===== src/rtl/rn_sched.sv =====
// rn_sched: arbitrates slot-load / RN16 / handle-reply requests and serializes 16-bit replies MSB-first.
// Optional slot counter enabled by defining RN_SCHED_SLOT_EN.
module rn_sched (
    input  logic        reset,
    input  logic        rngbitoutclk,
    input  logic [15:0] rn,
    input  logic [3:0]  q,
    input  logic        slotreq,
    input  logic        rn16req,
    input  logic        hdlreq,
    input  logic        slotdec,
    input  logic        abort,
    output logic        ack,
    output logic        busy,
    output logic        txbit,
    output logic        txvalid,
    output logic        txdone,
    output logic [15:0] handle,
    output logic [14:0] slotcnt,
    output logic        slotzero
);
    typedef enum logic [1:0] {IDLE, SHIFT, DONE} state_t;
    state_t      state_q, state_d;
    logic [15:0] shreg_q, shreg_d, handle_q, handle_d;
    logic [3:0]  bitcnt_q, bitcnt_d;
    logic        ack_q, ack_d, txvalid_q, txvalid_d, txdone_q, txdone_d;
    logic        idle, slot_go, hdl_go, rn_go, reply_go, shifting, last_bit;
    assign idle     = state_q == IDLE;
    assign hdl_go   = idle && hdlreq && !slot_go;
    assign rn_go    = idle && rn16req && !slot_go && !hdlreq;
    assign reply_go = hdl_go || rn_go;
    assign last_bit = state_q == SHIFT && !abort && bitcnt_q == 4'd0;
    assign shifting = state_q == SHIFT && !abort && bitcnt_q != 4'd0;
`ifdef RN_SCHED_SLOT_EN
    logic [14:0] slotcnt_q, slotcnt_d;
    assign slot_go = idle && slotreq;
    always_comb begin
        slotcnt_d = slot_go ? rn[14:0] & ((15'd1 << q) - 15'd1)
                  : slotdec ? slotcnt_q - 15'd1 : slotcnt_q;
    end
    always_ff @(posedge rngbitoutclk or posedge reset) begin
        if (reset) slotcnt_q <= '0;
        else       slotcnt_q <= slotcnt_d;
    end
    assign slotcnt = slotcnt_q;
`else
    logic slot_unused;
    assign slot_go     = 1'b0;
    assign slot_unused = ^{q, slotreq, slotdec};
    assign slotcnt     = '0;
`endif
    always_ff @(posedge rngbitoutclk or posedge reset) begin
        if (reset) begin
            state_q   <= IDLE;
            shreg_q   <= '0;
            bitcnt_q  <= '0;
            handle_q  <= '0;
            ack_q     <= 1'b0;
            txvalid_q <= 1'b0;
            txdone_q  <= 1'b0;
        end else begin
            state_q   <= state_d;
            shreg_q   <= shreg_d;
            bitcnt_q  <= bitcnt_d;
            handle_q  <= handle_d;
            ack_q     <= ack_d;
            txvalid_q <= txvalid_d;
            txdone_q  <= txdone_d;
        end
    end
    // abort out of SHIFT takes precedence over finishing the last bit
    always_comb begin
        state_d = reply_go ? SHIFT
                : state_q == SHIFT ? (abort ? IDLE : bitcnt_q == 4'd0 ? DONE : SHIFT)
                : IDLE;
    end
    always_comb begin
        shreg_d   = rn_go ? rn : hdl_go ? handle_q : shifting ? shreg_q << 1 : shreg_q;
        bitcnt_d  = reply_go ? 4'd15 : shifting ? bitcnt_q - 4'd1 : bitcnt_q;
        handle_d  = rn_go ? rn : handle_q;
        ack_d     = slot_go || reply_go;
        txvalid_d = reply_go ? 1'b1 : state_q == SHIFT && (abort || bitcnt_q == 4'd0) ? 1'b0 : txvalid_q;
        txdone_d  = last_bit;
    end
    always_comb begin
        busy     = state_q != IDLE;
        txbit    = shreg_q[15];
        ack      = ack_q;
        txvalid  = txvalid_q;
        txdone   = txdone_q;
        handle   = handle_q;
        slotzero = slotcnt == 15'd0;
    end
endmodule


===== config.mk =====
export PLATFORM = sky130hd
export DESIGN_NAME = rn_sched
export DESIGN_NICKNAME = d
export VERILOG_FILES = /design/src/rtl/rn_sched.sv
export SDC_FILE = /design/constraint.sdc
export NUM_CORES = 1
export LEC_CHECK = 0
export BUFFER_PORTS_ARGS = -buffer_cell sky130_fd_sc_hd__clkbuf_2
export CAP_MARGIN = 20
export CELL_PAD_IN_SITES_DETAIL_PLACEMENT = 1
export CELL_PAD_IN_SITES_GLOBAL_PLACEMENT = 2
export CORE_ASPECT_RATIO = 0.7
export CORE_MARGIN = 2
export CORE_UTILIZATION = 32
export DETAILED_ROUTE_END_ITERATION = 16
export PLACE_DENSITY_LB_ADDON = 0.1
export SYNTH_ARGS = -nofsm -noshare
export SYNTH_HDL_FRONTEND = slang
export SYNTH_SLANG_ARGS = --single-unit

===== constraint.sdc =====
create_clock -name rngbitoutclk -period 2.3 [get_ports rngbitoutclk]
set_input_delay 0.115 -clock rngbitoutclk [delete_from_list [all_inputs] [get_ports rngbitoutclk]]
set_output_delay 0.115 -clock rngbitoutclk [all_outputs]
set_load 0.03 [all_outputs]

==> results of run 1 <==
[worst paths after layout]
path | start | to | slack (ps)
max | state_q[1] | bitcnt_q[3] | 430
min reg2reg | shreg_q[4] | shreg_q[4] | 520
min in group asynchronous | reset | handle[11] | 490
max reg2reg | state_q[1] | bitcnt_q[3] | 430
min | rn[0] | handle[0] | 70
max in group asynchronous | reset | handle[1] | 1430
[cell type report]
class / instances / area [um^2] / share of cell area (%)
timing repair buffer: 48 / 260.3 / 10.37
clock buffer: 7 / 96.34 / 3.838
multi-input combinational: 138 / 982.2 / 39.13
sequential: 41 / 1026 / 40.88
clock inverter: 1 / 5.005 / 0.1994
inverter: 6 / 22.52 / 0.8973
tap: 94 / 117.6 / 4.686
[sequential cells by signal, indices dropped and copies added, names as in the netlist]
register and count:
handle 16, shreg_q 16, bitcnt_q 4, state_q 2, ack 1, txdone 1
txvalid 1
[routing by layer]
layer | vias up | track usage [%]
met2 | 35 | 26.77
met3 | 2 | 3.352
met4 | 0 | 3.363
met5 | - | 0
li1 | 788 | -
met1 | 862 | 18.65
[metrics by stage]
step	cells	instance area, um^2	utilization [%]
after global routing	335	2510	37.50
after global placement	326	2399	35.83
after floorplan	218	2243	-
final	335	2510	37.50
after CTS	335	2510	37.50
after detailed placement	326	2399	35.83
[critical path, cell delays in order (launching register included)]
cell	delay (ps)
dfrtp_1	410
or3b_1	710
or4_1	590
nand3_1	90
[timing repair]
item                                    4_1_cts  5_1_grt
buffers inserted                              0        0
resized for setup                             0        0
endpoints found under the setup margin        0        0
hold endpoints to repair                     41        0
hold buffers                                  1        0
[power breakdown]
| part | internal, W | switching [W] | total (W) |
|---|---|---|---|
| Sequential | 0.000997 | 0.000181 | 0.00118 |
| Clock | 0.000272 | 0.000251 | 0.000523 |
| Combinational | 0.000440 | 0.000676 | 0.00112 |
| Total | 0.00171 | 0.00111 | 0.00282 |
[cell usage in the layout (no fill, tap or decap), types with 3 or more instances in the layout]
cell type,count
inv_1,5
buf_4,6
mux2_2,16
o32a_1,14
clkbuf_8,7
nand2_1,16
a21oi_1,16
o21ai_0,5
o22a_1,15
nor2_1,4
conb_1,16
nand3b_1,15
clkbuf_2,41
dfrtp_1,41
nand3_1,3
[cells by family after synthesis]
family          count (synthesis)  share of synthesized area (%)
mux                            16                          8.224
compound gates                 56                          19.48
fa+ha+maj                       1                         0.5710
flops                          41                          46.83
simple gates                   49                          13.59
buf+inv                        39                          10.97
other cells                     2                         0.3428
==> results by group, run 1 <==
Status
  • Run status: completed

Floorplanning
  • Die extent in x: 102.9 um
  • Core ar.: 6694 um^2
  • Site row count: 25
  • Ports: 64
  • Die H: 73.23 um
  • Die ar.: 7534 um^2
  • Starting Density: 32.73%

Synth
  • Post-synth top area share: 46.83%
  • Most frequent cell after synthesis: dfrtp_1
  • Syn Std Cell Area: 2191 um^2
  • Main synth FF type: dfrtp_1
  • Synth area leader: dfrtp_1
  • Synth async-reset ratio: 100.0%
  • Distinct cells, synth: 34
  • Yosys reg bits: 41
  • Sequential area share after synthesis: 46.83%
  • Largest cells by area after synthesis: dfrtp_1, mux2_2, o32a_1, o22a_1, buf_4
  • Most instantiated cells after synthesis: dfrtp_1, a21oi_1, buf_4, mux2_2, nand2_1
  • Yosys warns: 0
  • Syn Area/Cell: 10.74 um^2
  • Number of flops mapped to enable cells by yosys: 0
  • Cells after Synth: 204

Finish
  • Post-layout nets: 268
  • Layout area overhead: 14.56%
  • Layout fillers: 783
  • Layout cells sized above 1: 32.37%
  • Antenna cells: 0

Route
  • Wire length on met3: 218 um
  • Post-route ant nets: 0
  • Routed vias: 1,687
  • Routed wl met2: 2823 um
  • Vias/cell: 5.036
  • Top layer in use: met4
  • WL per Instance: 16.33 um
  • WL met1: 2409 um
  • Drc violations: 0
  • Routed wire length: 5471 um
  • DRT iter0 DRCs: 28
  • TritonRoute pass-1 iters: 4

Flow run
  • Max-cap viol count: 0

Timing
  • Final slew viol count: 0
  • Transition time of the tightest slew-check pin: 761.3 ps
  • RSZ-0062 raised after global routing: no
  • Worst setup margin: 431.8 ps
  • Hold slack: 67.49 ps
  • Final hold vios: 0
  • Clock skew: 7.404 ps
  • Fin Setup TNS: 0 ps
  • Slew headroom: 49.24%
  • Fmax: 0.5353 GHz
  • Period utilization: 81.23%
  • Final setup viols: 0
  • Tmin final: 1868 ps

Global route
  • Vias in the first global route: 1,773
  • Initial antenna violation count: 0
  • Largest net degree at the start of global routing: 42
  • GR Util All Layers: 15.03%
  • GRT overflow: 0
  • Global-route wire length before repair: 8756 um

Clocking
  • CTS sink cnt: 41
  • H-tree depth: 2
  • CTS Buffer Depth: 2
  • Clk_lat worst skew: 290 ps
  • Total CTS buffers: 5
  • Reg clk slew, reported paths: 80 ps
  • CTS tree: built
  • Clk root buf: clkbuf_8

Critical path
  • Cells on worst reg2reg path: 3
  • Required @ worst endpoint: 2530 ps
  • Worst setup EP type: register
  • WP data arrival: 2090 ps
  • Max Fanout on Critical Path: 22
  • CP Class: reg2reg
  • Critical path launch point type: register

Place
  • Port bufs: 41
  • Routability Congestion: 0.6562
  • Final HPWL DP: 3738 um
  • Dpl ws: 440.2 ps

Pwr
  • Total chip power: 0.002817 W
  • Worst VDD drop: 0.4185 mV
  • Pwr Density: 1122 nW/um^2
  • Leak pwr: 1.115 nW

Hold path
  • HP Class: in2reg
  • Hold path cells: 2
(Power assumes the default switching activity.)
==> inputs of run 2 (changes only) <==
- ABC_AREA: unset -> 1
- CORE_UTILIZATION: 32 -> 26
- clock period: 2.3 -> 1.71 ns (I/O delays scaled with it)
==> results by group, run 2 <==
Route
  • DRT iter0 DRCs: 77 (was 28)
  • Drc violations: 0 (unchanged)
  • WL per Instance: 13.34 um (was 16.33 um)
  • Routed wire length: 5643 um (was 5471 um)
  • Routed vias: 1,755 (was 1,687)
  • Vias/cell: 4.149 (was 5.036)
  • Post-route ant nets: 0 (unchanged)
  • TritonRoute pass-1 iters: 4 (unchanged)

Synth
  • Most frequent cell after synthesis: nand2_1 (was dfrtp_1)
  • Synth area leader: dfrtp_1 (unchanged)
  • Largest cells by area after synthesis: dfrtp_1, nand2_1, nand3_1, buf_4, inv_1 (was dfrtp_1, mux2_2, o32a_1, o22a_1, buf_4)
  • Cells after Synth: 274 (was 204)
  • Yosys warns: 0 (unchanged)
  • Yosys reg bits: 41 (unchanged)
  • Post-synth top area share: 48.01% (was 46.83%)
  • Synth async-reset ratio: 100.0% (unchanged)
  • Most instantiated cells after synthesis: nand2_1, dfrtp_1, inv_1 (was dfrtp_1, a21oi_1, buf_4, mux2_2, nand2_1)
  • Sequential area share after synthesis: 48.01% (was 46.83%)
  • Syn Std Cell Area: 2137 um^2 (was 2191 um^2)
  • Syn Area/Cell: 7.799 um^2 (was 10.74 um^2)
  • Number of flops mapped to enable cells by yosys: 0 (unchanged)
  • Distinct cells, synth: 23 (was 34)
  • Main synth FF type: dfrtp_1 (unchanged)

Place
  • Final HPWL DP: 3930 um (was 3738 um)
  • Port bufs: 41 (unchanged)
  • Routability Congestion: 0.6719 (was 0.6562)

Timing
  • Slew headroom: 62.60% (was 49.24%)
  • Period utilization: 87.03% (was 81.23%)
  • Fmax: 0.6720 GHz (was 0.5353 GHz)
  • Final hold vios: 0 (unchanged)
  • Tmin final: 1488 ps (was 1868 ps)
  • Clock skew: 4.332 ps (was 7.404 ps)
  • Final slew viol count: 0 (unchanged)
  • Final setup viols: 0 (unchanged)
  • Fin Setup TNS: 0 ps (unchanged)
  • RSZ-0062 raised after global routing: no (unchanged)
  • Transition time of the tightest slew-check pin: 561.1 ps (was 761.3 ps)

Critical path
  • Top delay family on crit path: simple AND/OR/NAND/NOR gates (unchanged)
  • Critical-path top delay cell: dfrtp_1 (was or3b_1)
  • Buf/Inv on CP: 1 (was 0)
  • Critical path launch point type: register (unchanged)
  • Max Fanout on Critical Path: 22 (unchanged)
  • Top cell by count, worst path: nand2_1
  • CP Class: reg2reg (unchanged)
  • Worst-path cell chain: nor2_8 > nand3_4 > inv_2 > nand2_1 > nand2_1 > nand2_1 > nand2_1 (was or3b_1 > or4_1 > nand3_1)
  • Worst setup EP type: register (unchanged)
  • Required @ worst endpoint: 1930 ps (was 2530 ps)
  • Max incr delay on CP: 450 ps (was 710 ps)
  • WP data arrival: 1710 ps (was 2090 ps)

Pwr
  • Internal: 0.002490 W (was 0.001709 W)
  • Pwr Density: 1639 nW/um^2 (was 1122 nW/um^2)
  • Total chip power: 0.004237 W (was 0.002817 W)
  • Sequential Power Share: 36.6% (was 41.8%)
  • Combinational power share: 39.5% (was 39.6%)
  • Switching Power: 0.001747 W (was 0.001108 W)
  • Leak pwr: 1.463 nW (was 1.115 nW)
  • Worst VDD drop: 0.4454 mV (was 0.4185 mV)
  • Sw Ratio: 41.24% (was 39.34%)
  • Clock network power share: 23.9% (was 18.6%)

Floorplanning
  • Die ar.: 8972 um^2 (was 7534 um^2)
  • Die H: 79.85 um (was 73.23 um)
  • Site row count: 27 (was 25)
  • Die extent in x: 112.4 um (was 102.9 um)
  • Starting Density: 27.03% (was 32.73%)
  • Core ar.: 7905 um^2 (was 6694 um^2)
  • Ports: 64 (unchanged)

Global route
  • GRT overflow: 0 (unchanged)
  • GR Util All Layers: 13.70% (was 15.03%)
  • Largest net degree at the start of global routing: 42 (unchanged)
  • Vias in the first global route: 1,807 (was 1,773)
  • Global-route wire length before repair: 9494 um (was 8756 um)
  • Initial antenna violation count: 0 (unchanged)

Clocking
  • H-tree depth: 2 (unchanged)
  • Clk root buf: clkbuf_16 (was clkbuf_8)
  • CTS sink cnt: 41 (unchanged)
  • Total CTS buffers: 5 (unchanged)
  • # resized after CTS: 0 (unchanged)
  • Clk_lat worst skew: 280 ps (was 290 ps)
  • Postcts setup bufs: 0 (unchanged)
  • CTS Buffer Depth: 2 (unchanged)
  • Reg clk slew, reported paths: 60 ps (was 80 ps)
  • CTS tree: built (unchanged)

Finish
  • Layout area overhead: 20.96% (was 14.56%)
  • Antenna cells: 0 (unchanged)
  • Most common cell after layout, fill and taps aside: nand2_1
  • Post-layout nets: 349 (was 268)
  • Commonest non-fill, non-tap cells in the layout: nand2_1, dfrtp_1, clkbuf_2 (was dfrtp_1, clkbuf_2)
  • Layout cells sized above 1: 21.74% (was 32.37%)

Flow run
  • Max-cap viol count: 0 (unchanged)

Status
  • Run status: completed (unchanged)

Hold path
  • HP Class: in2reg (unchanged)
[run 2: cell count changes in the layout (fill, tap and decap cells not counted), moves of 7 or more]
cell | before | now
nand3b_1 | 15 | 0
a21oi_1 | 16 | 2
nand2_1 | 16 | 106
mux2_2 | 16 | 0
o22a_1 | 15 | 0
o32a_1 | 14 | 0
inv_1 | 5 | 31
o21ai_0 | 5 | 12
nand3_1 | 3 | 28
[run 2: worst register-to-register path, stage by stage (launching register included)]
cell	delay (ps)
dfrtp_1	450
nor2_8	230
nand3_4	100
inv_2	290
nand2_1	150
nand2_1	100
nand2_1	50
nand2_1	50
[run 2: per-stage QoR]
step	hold WS, ps	area [um^2]	worst slack [ps]	cells	util [%]
after floorplan	159.0	2190	370.4	288	-
after global placement	250.6	2417	237.5	414	30.58
after detailed placement	264.9	2417	211.7	414	30.58
after CTS	12.75	2585	198.9	423	32.70
after global routing	31.63	2585	92.91	423	32.70
final	18.13	2585	221.8	423	32.70
[run 2: cells by family after synthesis]
kind of cell	synth area share [%]
AOI/OAI and AO/OA	5.211
adders and majority gates	0.5854
buffers and inverters	15.40
DFF	48.01
other	0.3514
and+or+nand+nor	30.44
[run 2: layout make-up]
| class | instances | area (um^2) |
|---|---|---|
| Tap cell | 101 | 126.4 |
| Multi-Input combinational cell | 185 | 834.6 |
| Clock buffer | 7 | 152.6 |
| Inverter | 36 | 137.6 |
| Sequential cell | 41 | 1026 |
| Clock inverter | 1 | 5.005 |
| Fill cell | 978 | 5320 |
| Timing Repair Buffer | 52 | 302.8 |
[run 2: worst paths after layout]
path | start | to | slack (ps) | depth (start not counted)
setup / recovery | state_q[0] | shreg_q[9] | 220 | 7
hold / removal | abort | state_q[1] | 20 | 2
setup reg to reg | state_q[0] | shreg_q[9] | 220 | 7
hold reg to reg | bitcnt_q[2] | bitcnt_q[2] | 480 | 2
max in group asynchronous | reset | handle[7] | 850 | 4
min in group asynchronous | reset | handle[1] | 470 | 4
[run 2: power by group through the flow]
stage / clock network [W] / logic (W) / registers [W]
after floorplan: 0 / 0.000941 / 0.00185
after global placement: 0 / 0.00169 / 0.00156
after detailed placement: 0 / 0.00170 / 0.00157
after CTS: 0.00106 / 0.00171 / 0.00155
after global routing: 0.00110 / 0.00191 / 0.00161
final: 0.00101 / 0.00167 / 0.00155
[run 2: routing by layer]
| layer | track usage, % | routed length (um) |
|---|---|---|
| met1 | 19.93 | 3046 |
| met2 | 20.06 | 2312 |
| met3 | 3.493 | 222 |
| met4 | 3.659 | 61 |
| met5 | 0 | 0 |
[run 2: repair_timing]
action,in CTS,in global routing
hold endpoints to repair,41,0
hold buffers,1,0
endpoints found under the setup margin,0,0
